File: src/rtl/decode_pkg.sv
// Shared decode types: control bundle, ALU operation codes and RV32I opcodes.
package decode_pkg;

    localparam int unsigned ILEN     = 32;
    localparam int unsigned ALU_OP_W = 5;

    typedef logic [ALU_OP_W-1:0] alu_op_t;

    localparam alu_op_t ALU_ADD  = 5'd0;
    localparam alu_op_t ALU_SUB  = 5'd1;
    localparam alu_op_t ALU_SLL  = 5'd2;
    localparam alu_op_t ALU_SLT  = 5'd3;
    localparam alu_op_t ALU_SLTU = 5'd4;
    localparam alu_op_t ALU_XOR  = 5'd5;
    localparam alu_op_t ALU_SRL  = 5'd6;
    localparam alu_op_t ALU_SRA  = 5'd7;
    localparam alu_op_t ALU_OR   = 5'd8;
    localparam alu_op_t ALU_AND  = 5'd9;
    localparam alu_op_t ALU_EQ   = 5'd10;
    localparam alu_op_t ALU_JALR = 5'd11;
    localparam alu_op_t ALU_JAL  = 5'd12;
    localparam alu_op_t ALU_NONE = 5'd15;
    localparam alu_op_t ALU_MUL  = 5'd16;

    localparam logic [6:0] OPC_LUI    = 7'b0110111;
    localparam logic [6:0] OPC_AUIPC  = 7'b0010111;
    localparam logic [6:0] OPC_JAL    = 7'b1101111;
    localparam logic [6:0] OPC_JALR   = 7'b1100111;
    localparam logic [6:0] OPC_BRANCH = 7'b1100011;
    localparam logic [6:0] OPC_LOAD   = 7'b0000011;
    localparam logic [6:0] OPC_STORE  = 7'b0100011;
    localparam logic [6:0] OPC_OPIMM  = 7'b0010011;
    localparam logic [6:0] OPC_OP     = 7'b0110011;
    localparam logic [6:0] OPC_FENCE  = 7'b0001111;

    localparam logic [6:0] F7_BASE   = 7'b0000000;
    localparam logic [6:0] F7_ALT    = 7'b0100000;
    localparam logic [6:0] F7_MULDIV = 7'b0000001;

    // mux1_sel: 0 = rs2, 1 = imm as operand B.
    // mux2_sel: 0 = ALU, 1 = load data, 2 = pc+4 as writeback source.
    typedef struct packed {
        alu_op_t     alu_op;
        logic        mux1_sel;
        logic [1:0]  mux2_sel;
        logic        auipc;
        logic        jal;
        logic [3:0]  dwe;
        logic [3:0]  rf_we;
        logic        l_unsign;
        logic        is_branch;
        logic        is_cond_branch;
        logic        br_cond;
        logic [4:0]  rs1;
        logic [4:0]  rs2;
        logic [4:0]  rd;
        logic [31:0] imm;
        logic        illegal;
    } ctrl_t;

    function automatic ctrl_t ctrl_idle();
        ctrl_t c;
        c        = '0;
        c.alu_op = ALU_NONE;
        return c;
    endfunction

    function automatic ctrl_t ctrl_illegal();
        ctrl_t c;
        c         = ctrl_idle();
        c.illegal = 1'b1;
        return c;
    endfunction

endpackage

File: src/rtl/rv32_decode.sv
// Purely combinational RV32I instruction decoder.
// Optional M-extension decode enabled by defining RV32M_EN.
module rv32_decode
    import decode_pkg::*;
(
    input  logic [ILEN-1:0] idata,
    output ctrl_t           ctrl_c
);

    logic [6:0]  opcode;
    logic [2:0]  funct3;
    logic [6:0]  funct7;
    logic [31:0] imm_i, imm_s, imm_b, imm_u, imm_j;
    ctrl_t       c;
    logic        ill;

    assign opcode = idata[6:0];
    assign funct3 = idata[14:12];
    assign funct7 = idata[31:25];

    assign imm_i = {{20{idata[31]}}, idata[31:20]};
    assign imm_s = {{20{idata[31]}}, idata[31:25], idata[11:7]};
    assign imm_b = {{19{idata[31]}}, idata[31], idata[7], idata[30:25], idata[11:8], 1'b0};
    assign imm_u = {idata[31:12], 12'b0};
    assign imm_j = {{11{idata[31]}}, idata[31], idata[19:12], idata[20], idata[30:21], 1'b0};

    // Register fields are only reported for the operands the format really has.
    always_comb begin
        c        = '0;
        c.alu_op = ALU_NONE;
        ill      = 1'b0;
        case (opcode)
            OPC_LUI: begin
                c.alu_op   = ALU_ADD;
                c.mux1_sel = 1'b1;
                c.rf_we    = 4'hF;
                c.rd       = idata[11:7];
                c.imm      = imm_u;
            end
            OPC_AUIPC: begin
                c.alu_op   = ALU_ADD;
                c.mux1_sel = 1'b1;
                c.auipc    = 1'b1;
                c.rf_we    = 4'hF;
                c.rd       = idata[11:7];
                c.imm      = imm_u;
            end
            OPC_JAL: begin
                c.alu_op    = ALU_JAL;
                c.mux1_sel  = 1'b1;
                c.mux2_sel  = 2'd2;
                c.jal       = 1'b1;
                c.is_branch = 1'b1;
                c.rf_we     = 4'hF;
                c.rd        = idata[11:7];
                c.imm       = imm_j;
            end
            OPC_JALR: begin
                c.alu_op    = ALU_JALR;
                c.mux1_sel  = 1'b1;
                c.mux2_sel  = 2'd2;
                c.jal       = 1'b1;
                c.is_branch = 1'b1;
                c.rf_we     = 4'hF;
                c.rs1       = idata[19:15];
                c.rd        = idata[11:7];
                c.imm       = imm_i;
                ill         = (funct3 != 3'b000);
            end
            OPC_BRANCH: begin
                c.is_branch      = 1'b1;
                c.is_cond_branch = 1'b1;
                c.rs1            = idata[19:15];
                c.rs2            = idata[24:20];
                c.imm            = imm_b;
                // br_cond is the ALU result value that makes the branch taken.
                case (funct3)
                    3'b000:  begin c.alu_op = ALU_EQ;   c.br_cond = 1'b1; end
                    3'b001:  begin c.alu_op = ALU_EQ;   c.br_cond = 1'b0; end
                    3'b100:  begin c.alu_op = ALU_SLT;  c.br_cond = 1'b1; end
                    3'b101:  begin c.alu_op = ALU_SLT;  c.br_cond = 1'b0; end
                    3'b110:  begin c.alu_op = ALU_SLTU; c.br_cond = 1'b1; end
                    3'b111:  begin c.alu_op = ALU_SLTU; c.br_cond = 1'b0; end
                    default: ill = 1'b1;
                endcase
            end
            OPC_LOAD: begin
                c.alu_op   = ALU_ADD;
                c.mux1_sel = 1'b1;
                c.mux2_sel = 2'd1;
                c.rf_we    = 4'hF;
                c.rs1      = idata[19:15];
                c.rd       = idata[11:7];
                c.imm      = imm_i;
                case (funct3)
                    3'b000, 3'b001, 3'b010: c.l_unsign = 1'b0;
                    3'b100, 3'b101:         c.l_unsign = 1'b1;
                    default:                ill = 1'b1;
                endcase
            end
            OPC_STORE: begin
                c.alu_op   = ALU_ADD;
                c.mux1_sel = 1'b1;
                c.rs1      = idata[19:15];
                c.rs2      = idata[24:20];
                c.imm      = imm_s;
                case (funct3)
                    3'b000:  c.dwe = 4'b0001;
                    3'b001:  c.dwe = 4'b0011;
                    3'b010:  c.dwe = 4'b1111;
                    default: ill = 1'b1;
                endcase
            end
            OPC_OPIMM: begin
                c.mux1_sel = 1'b1;
                c.rf_we    = 4'hF;
                c.rs1      = idata[19:15];
                c.rd       = idata[11:7];
                c.imm      = imm_i;
                case (funct3)
                    3'b000: c.alu_op = ALU_ADD;
                    3'b010: c.alu_op = ALU_SLT;
                    3'b011: c.alu_op = ALU_SLTU;
                    3'b100: c.alu_op = ALU_XOR;
                    3'b110: c.alu_op = ALU_OR;
                    3'b111: c.alu_op = ALU_AND;
                    3'b001: begin
                        c.alu_op = ALU_SLL;
                        ill      = (funct7 != F7_BASE);
                    end
                    default: begin
                        c.alu_op = (funct7 == F7_ALT) ? ALU_SRA : ALU_SRL;
                        ill      = (funct7 != F7_BASE) && (funct7 != F7_ALT);
                    end
                endcase
            end
            OPC_OP: begin
                c.rf_we = 4'hF;
                c.rs1   = idata[19:15];
                c.rs2   = idata[24:20];
                c.rd    = idata[11:7];
                if (funct7 == F7_MULDIV) begin
`ifdef RV32M_EN
                    c.alu_op = ALU_MUL | alu_op_t'(funct3);
`else
                    ill = 1'b1;
`endif
                end else if (funct7 == F7_BASE) begin
                    case (funct3)
                        3'b000:  c.alu_op = ALU_ADD;
                        3'b001:  c.alu_op = ALU_SLL;
                        3'b010:  c.alu_op = ALU_SLT;
                        3'b011:  c.alu_op = ALU_SLTU;
                        3'b100:  c.alu_op = ALU_XOR;
                        3'b101:  c.alu_op = ALU_SRL;
                        3'b110:  c.alu_op = ALU_OR;
                        default: c.alu_op = ALU_AND;
                    endcase
                end else if (funct7 == F7_ALT) begin
                    case (funct3)
                        3'b000:  c.alu_op = ALU_SUB;
                        3'b101:  c.alu_op = ALU_SRA;
                        default: ill = 1'b1;
                    endcase
                end else begin
                    ill = 1'b1;
                end
            end
            OPC_FENCE: c.alu_op = ALU_NONE;
            default:   ill = 1'b1;
        endcase

        if (ill) begin
            c = ctrl_illegal();
        end
        if (c.rd == 5'd0) begin
            c.rf_we = 4'h0;
        end
    end

    assign ctrl_c = c;

endmodule

File: src/rtl/decode_stage.sv
// Decode stage: RV32I decoder feeding a QDEPTH-entry valid/ready output queue.
// Define RV32M_EN to enable M-extension decode.
module decode_stage
    import decode_pkg::*;
#(
    parameter int unsigned QDEPTH = 2,
    parameter int unsigned PC_W   = 32
) (
    input  logic            clk,
    input  logic            reset,
    input  logic            in_valid,
    output logic            in_ready,
    input  logic [31:0]     idata,
    input  logic [PC_W-1:0] iaddr,
    input  logic            flush,
    output logic            out_valid,
    input  logic            out_ready,
    output ctrl_t           out_ctrl,
    output logic [PC_W-1:0] out_pc
);

    localparam int unsigned AW = $clog2(QDEPTH);
    localparam int unsigned CW = AW + 1;

    ctrl_t           dec_c;
    ctrl_t           ctrl_mem [QDEPTH];
    logic [PC_W-1:0] pc_mem   [QDEPTH];
    logic [AW-1:0]   wr_ptr, rd_ptr;
    logic [CW-1:0]   count;
    logic            full_c, empty_c, push_c, pop_c;

    rv32_decode u_decode (
        .idata  (idata),
        .ctrl_c (dec_c)
    );

    assign full_c    = (count == CW'(QDEPTH));
    assign empty_c   = (count == '0);
    assign in_ready  = !full_c || out_ready;
    assign out_valid = !empty_c;
    assign push_c    = in_valid && in_ready;
    assign pop_c     = out_valid && out_ready;

    // Pointers and occupancy; flush wins over any push/pop in the same cycle.
    always_ff @(posedge clk or negedge reset) begin
        if (!reset) begin
            wr_ptr <= '0;
            rd_ptr <= '0;
            count  <= '0;
        end else if (flush) begin
            wr_ptr <= '0;
            rd_ptr <= '0;
            count  <= '0;
        end else begin
            if (push_c) begin
                wr_ptr <= wr_ptr + AW'(1);
            end
            if (pop_c) begin
                rd_ptr <= rd_ptr + AW'(1);
            end
            case ({push_c, pop_c})
                2'b10:   count <= count + CW'(1);
                2'b01:   count <= count - CW'(1);
                default: count <= count;
            endcase
        end
    end

    // Payload storage; contents are only observable through a valid count.
    always_ff @(posedge clk) begin
        if (push_c && !flush) begin
            ctrl_mem[wr_ptr] <= dec_c;
            pc_mem[wr_ptr]   <= iaddr;
        end
    end

    assign out_ctrl = empty_c ? ctrl_idle() : ctrl_mem[rd_ptr];
    assign out_pc   = empty_c ? '0 : pc_mem[rd_ptr];

endmodule

File: config.mk
export PLATFORM = sky130hd
export DESIGN_NAME = decode_stage
export DESIGN_NICKNAME = d
export VERILOG_FILES = /design/src/rtl/decode_pkg.sv /design/src/rtl/rv32_decode.sv /design/src/rtl/decode_stage.sv
export SDC_FILE = /design/constraint.sdc
export NUM_CORES = 1
export LEC_CHECK = 0
export ABC_CLOCK_PERIOD_IN_PS = 12400
export CAP_MARGIN = 15
export CORE_MARGIN = 8
export CORE_UTILIZATION = 50
export CTS_CLUSTER_DIAMETER = 40
export DETAILED_ROUTE_END_ITERATION = 10
export PLACE_DENSITY = 0.84
export SYNTH_ARGS = -nofsm -noshare
export SYNTH_HDL_FRONTEND = slang
export SYNTH_SLANG_ARGS = --single-unit
File: constraint.sdc
create_clock -name clk -period 12.4 [get_ports clk]
set_clock_uncertainty 0.15 [all_clocks]
set_input_delay 1.86 -clock clk [delete_from_list [all_inputs] [get_ports clk]]
set_output_delay 1.86 -clock clk [all_outputs]
set_load 0.05 [all_outputs]
==> impl_metrics.json <==
{
  "run_status": "completed",
  "fin_crit_sh": 0.447,
  "path_max_fanout": 63,
  "crit_path_start_kind": "flop",
  "path_class": "flop to primary output",
  "overflow": 0,
  "synth_top_area_frac": 0.663,
  "place_congestion": 0.945,
  "netlist_top_cells_count": "edfxtp_1, nor2_1, mux2i_1",
  "cts_tree": "built",
  "max_freq_ghz": 0.181,
  "drtPass1Iterations": 5,
  "ys_seq_area_frac": 0.674,
  "root_buffer": "clkbuf_16",
  "yosysMostFrequentCell": "edfxtp_1",
  "start_util": 0.506,
  "r2r_start": "count[1]$_DFFE_PN0P_",
  "synth_warnings": 0,
  "grt_pass1_vias": 5529,
  "slowest_stage": "dfrtp_4",
  "final_cells": 1042,
  "fin_setup_tns_ps": 0,
  "ys_ff_latch": 196,
  "io_buffer_count": 171,
  "diodes": 0,
  "pin_count": 173,
  "syn_inst": 654,
  "r2r_slack_ps": 10180,
  "drt_iter0_markers": 462,
  "cp-endpoint": "out_ctrl[52]",
  "grt_usage": 0.184,
  "timing.rr.end": "ctrl_mem[1][11]$_DFFE_PP_",
  "post_cts_buffers": 0,
  "worst-r2r-cell-count": 4,
  "die_y_um": 148,
  "grt_pass1_wl_um": 30900,
  "clk_pin_slew_ps": 70,
  "syn_nets": 723,
  "ctsResizeCount": 0,
  "yosysTopAreaCell": "edfxtp_1",
  "p_per_area_nw_per_um2": 138,
  "cts_buffers": 17,
  "die_w_um": 148,
  "slowest_delay_ps": 1160,
  "ir_drop_uv": 93.5,
  "avgSynthCellArea_um2": 13.3,
  "clkLatencyLatePin_ps": 420,
  "syn_area_um2": 8700,
  "fin_nets": 873,
  "dp_cells": 1009,
  "drive_gt1_frac": 0.0636,
  "dp_hpwl_um": 13900,
  "synth_edf_count": 192,
  "syn2layout_area_growth_pct": 27.6,
  "hold_viol": 0,
  "grt_max_degree": 78,
  "crit_required_ps": 10390,
  "arrival_ps": 3530,
  "htree_levels": 4,
  "relSlewSlack": 0.260,
  "path_cells": "buf_4 -> mux2i_1 -> nor2_1 -> clkdlybuf4s50_1",
  "hold_class": "flop to flop",
  "postRouteAntennaNets": 0,
  "worst_setup_path_end_kind": "primary output",
  "clk_path_buf_depth": 2,
  "synth.distinct_cells": 56,
  "dieArea_um2": 21900,
  "antenna_found_initial": 1,
  "drc": 0,
  "via_count": 5805,
  "synth_flop_cell": "edfxtp_1",
  "rsz0062_at_grt": "no",
  "worst_slew_pin_slew_ps": 1110,
  "wirelength_um": 20400,
  "cts_hold_buf": 0,
  "fill_cells": 1288,
  "vias_per_cell": 5.57,
  "async_flop_share": 0.0204,
  "critPathLaunch": "rd_ptr$_DFFE_PN0P_",
  "cts.sinks": 196,
  "synth_area_leaders": "edfxtp_1, mux2i_1, nor2_1, clkbuf_1, nand2_1",
  "cap_violations": 0,
  "wl_per_cell_um": 19.6,
  "fin_crit_ps": 5540,
  "finalSetupViolations": 0,
  "drv_slew": 0,
  "static-leakage-power_uw": 0.00362,
  "coreArea_um2": 17200,
  "rows": 48
}
## flip-flops by register name, indices dropped and copies added (netlist names)
register	cells
pc_mem	64
rd_ptr	1
wr_ptr	1
ctrl_mem	128
count	2
## worst min-delay path by stage
| stage | from | endpoint | slack [ps] | depth (start not counted) |
|---|---|---|---|---|
| after floorplan | count[0]$_DFFE_PN0P_ | count[0]$_DFFE_PN0P_ | 350 | 1 |
| after global placement | wr_ptr$_DFFE_PN0P_ | wr_ptr$_DFFE_PN0P_ | 410 | 2 |
| after detailed placement | wr_ptr$_DFFE_PN0P_ | wr_ptr$_DFFE_PN0P_ | 430 | 2 |
| after CTS | wr_ptr$_DFFE_PN0P_ | wr_ptr$_DFFE_PN0P_ | 440 | 2 |
| after global routing | wr_ptr$_DFFE_PN0P_ | wr_ptr$_DFFE_PN0P_ | 480 | 2 |
| final | wr_ptr$_DFFE_PN0P_ | wr_ptr$_DFFE_PN0P_ | 440 | 2 |
## placed cells by master (no fill, tap or decap), types with 6 or more instances in the layout
cell type | netlist | layout
clkbuf_16 | 0 | 17
clkdlybuf4s50_1 | 0 | 171
a21o_1 | 11 | 11
nand2_1 | 34 | 34
nand2b_1 | 6 | 6
and2_1 | 13 | 13
nand3_1 | 13 | 13
edfxtp_1 | 192 | 192
buf_4 | 6 | 8
and3_1 | 6 | 6
mux2i_1 | 97 | 97
nor2_1 | 120 | 119
a21oi_1 | 12 | 12
nor3_1 | 14 | 13
o21ai_0 | 10 | 10
## cell families (layout without fill, tap and decap cells)
kind of cell / Yosys count / count (layout) / share of synthesized area
simple gates: 238 / 238 / 0.128
flops: 196 / 196 / 0.674
mux: 97 / 97 / 0.112
compound gates: 68 / 68 / 0.0561
buf+inv: 51 / 214 / 0.0266
xor+xnor: 3 / 3 / 0.00302
other cells: 1 / 1 / 0.000431
## worst max-delay path: cells and delay by family (launching register included)
kind	cells	cell delay (ps)
muxes	1	160
DFF	1	1160
and+or+nand+nor	1	220
buffers and inverters	2	1540
## per-stage QoR
step	utilization	setup slack, ps	hold WS, ps	power (uW)	area, um^2
6_report	0.646	6860	438	1530	11100
4_1_cts	0.646	6790	438	1540	11100
5_1_grt	0.646	6620	485	1580	11100
3_5_place_dp	0.614	6870	428	1050	10600
3_3_place_gp	0.614	6880	407	1050	10600
2_1_floorplan	-	2240	349	956	8700
## area by class of cell
cell class	count	area (um^2)	share of cell area
clock buffer	19	433	0.0390
timing repair buffer	179	1770	0.160
clock inverter	13	104	0.00936
multi-input combinational	407	2630	0.237
sequential	196	5870	0.529
inverter	3	11.3	0.00101
tap	225	282	0.0254
## metal layers
layer / track usage / routed length [um]
met1: 0.241 / 8690
met2: 0.293 / 9790
met3: 0.0428 / 1550
met4: 0.0704 / 375
met5: 0 / 13
## report_power, final
| part | internal (uW) | total [uW] | leakage [uW] | switching (uW) |
|---|---|---|---|---|
| logic | 94.6 | 268 | 0.00159 | 173 |
| registers | 751 | 767 | 0.00179 | 15.8 |
| clock network | 259 | 493 | 0.000247 | 233 |
No activity file was read; power rests on OpenSTA's default activity.
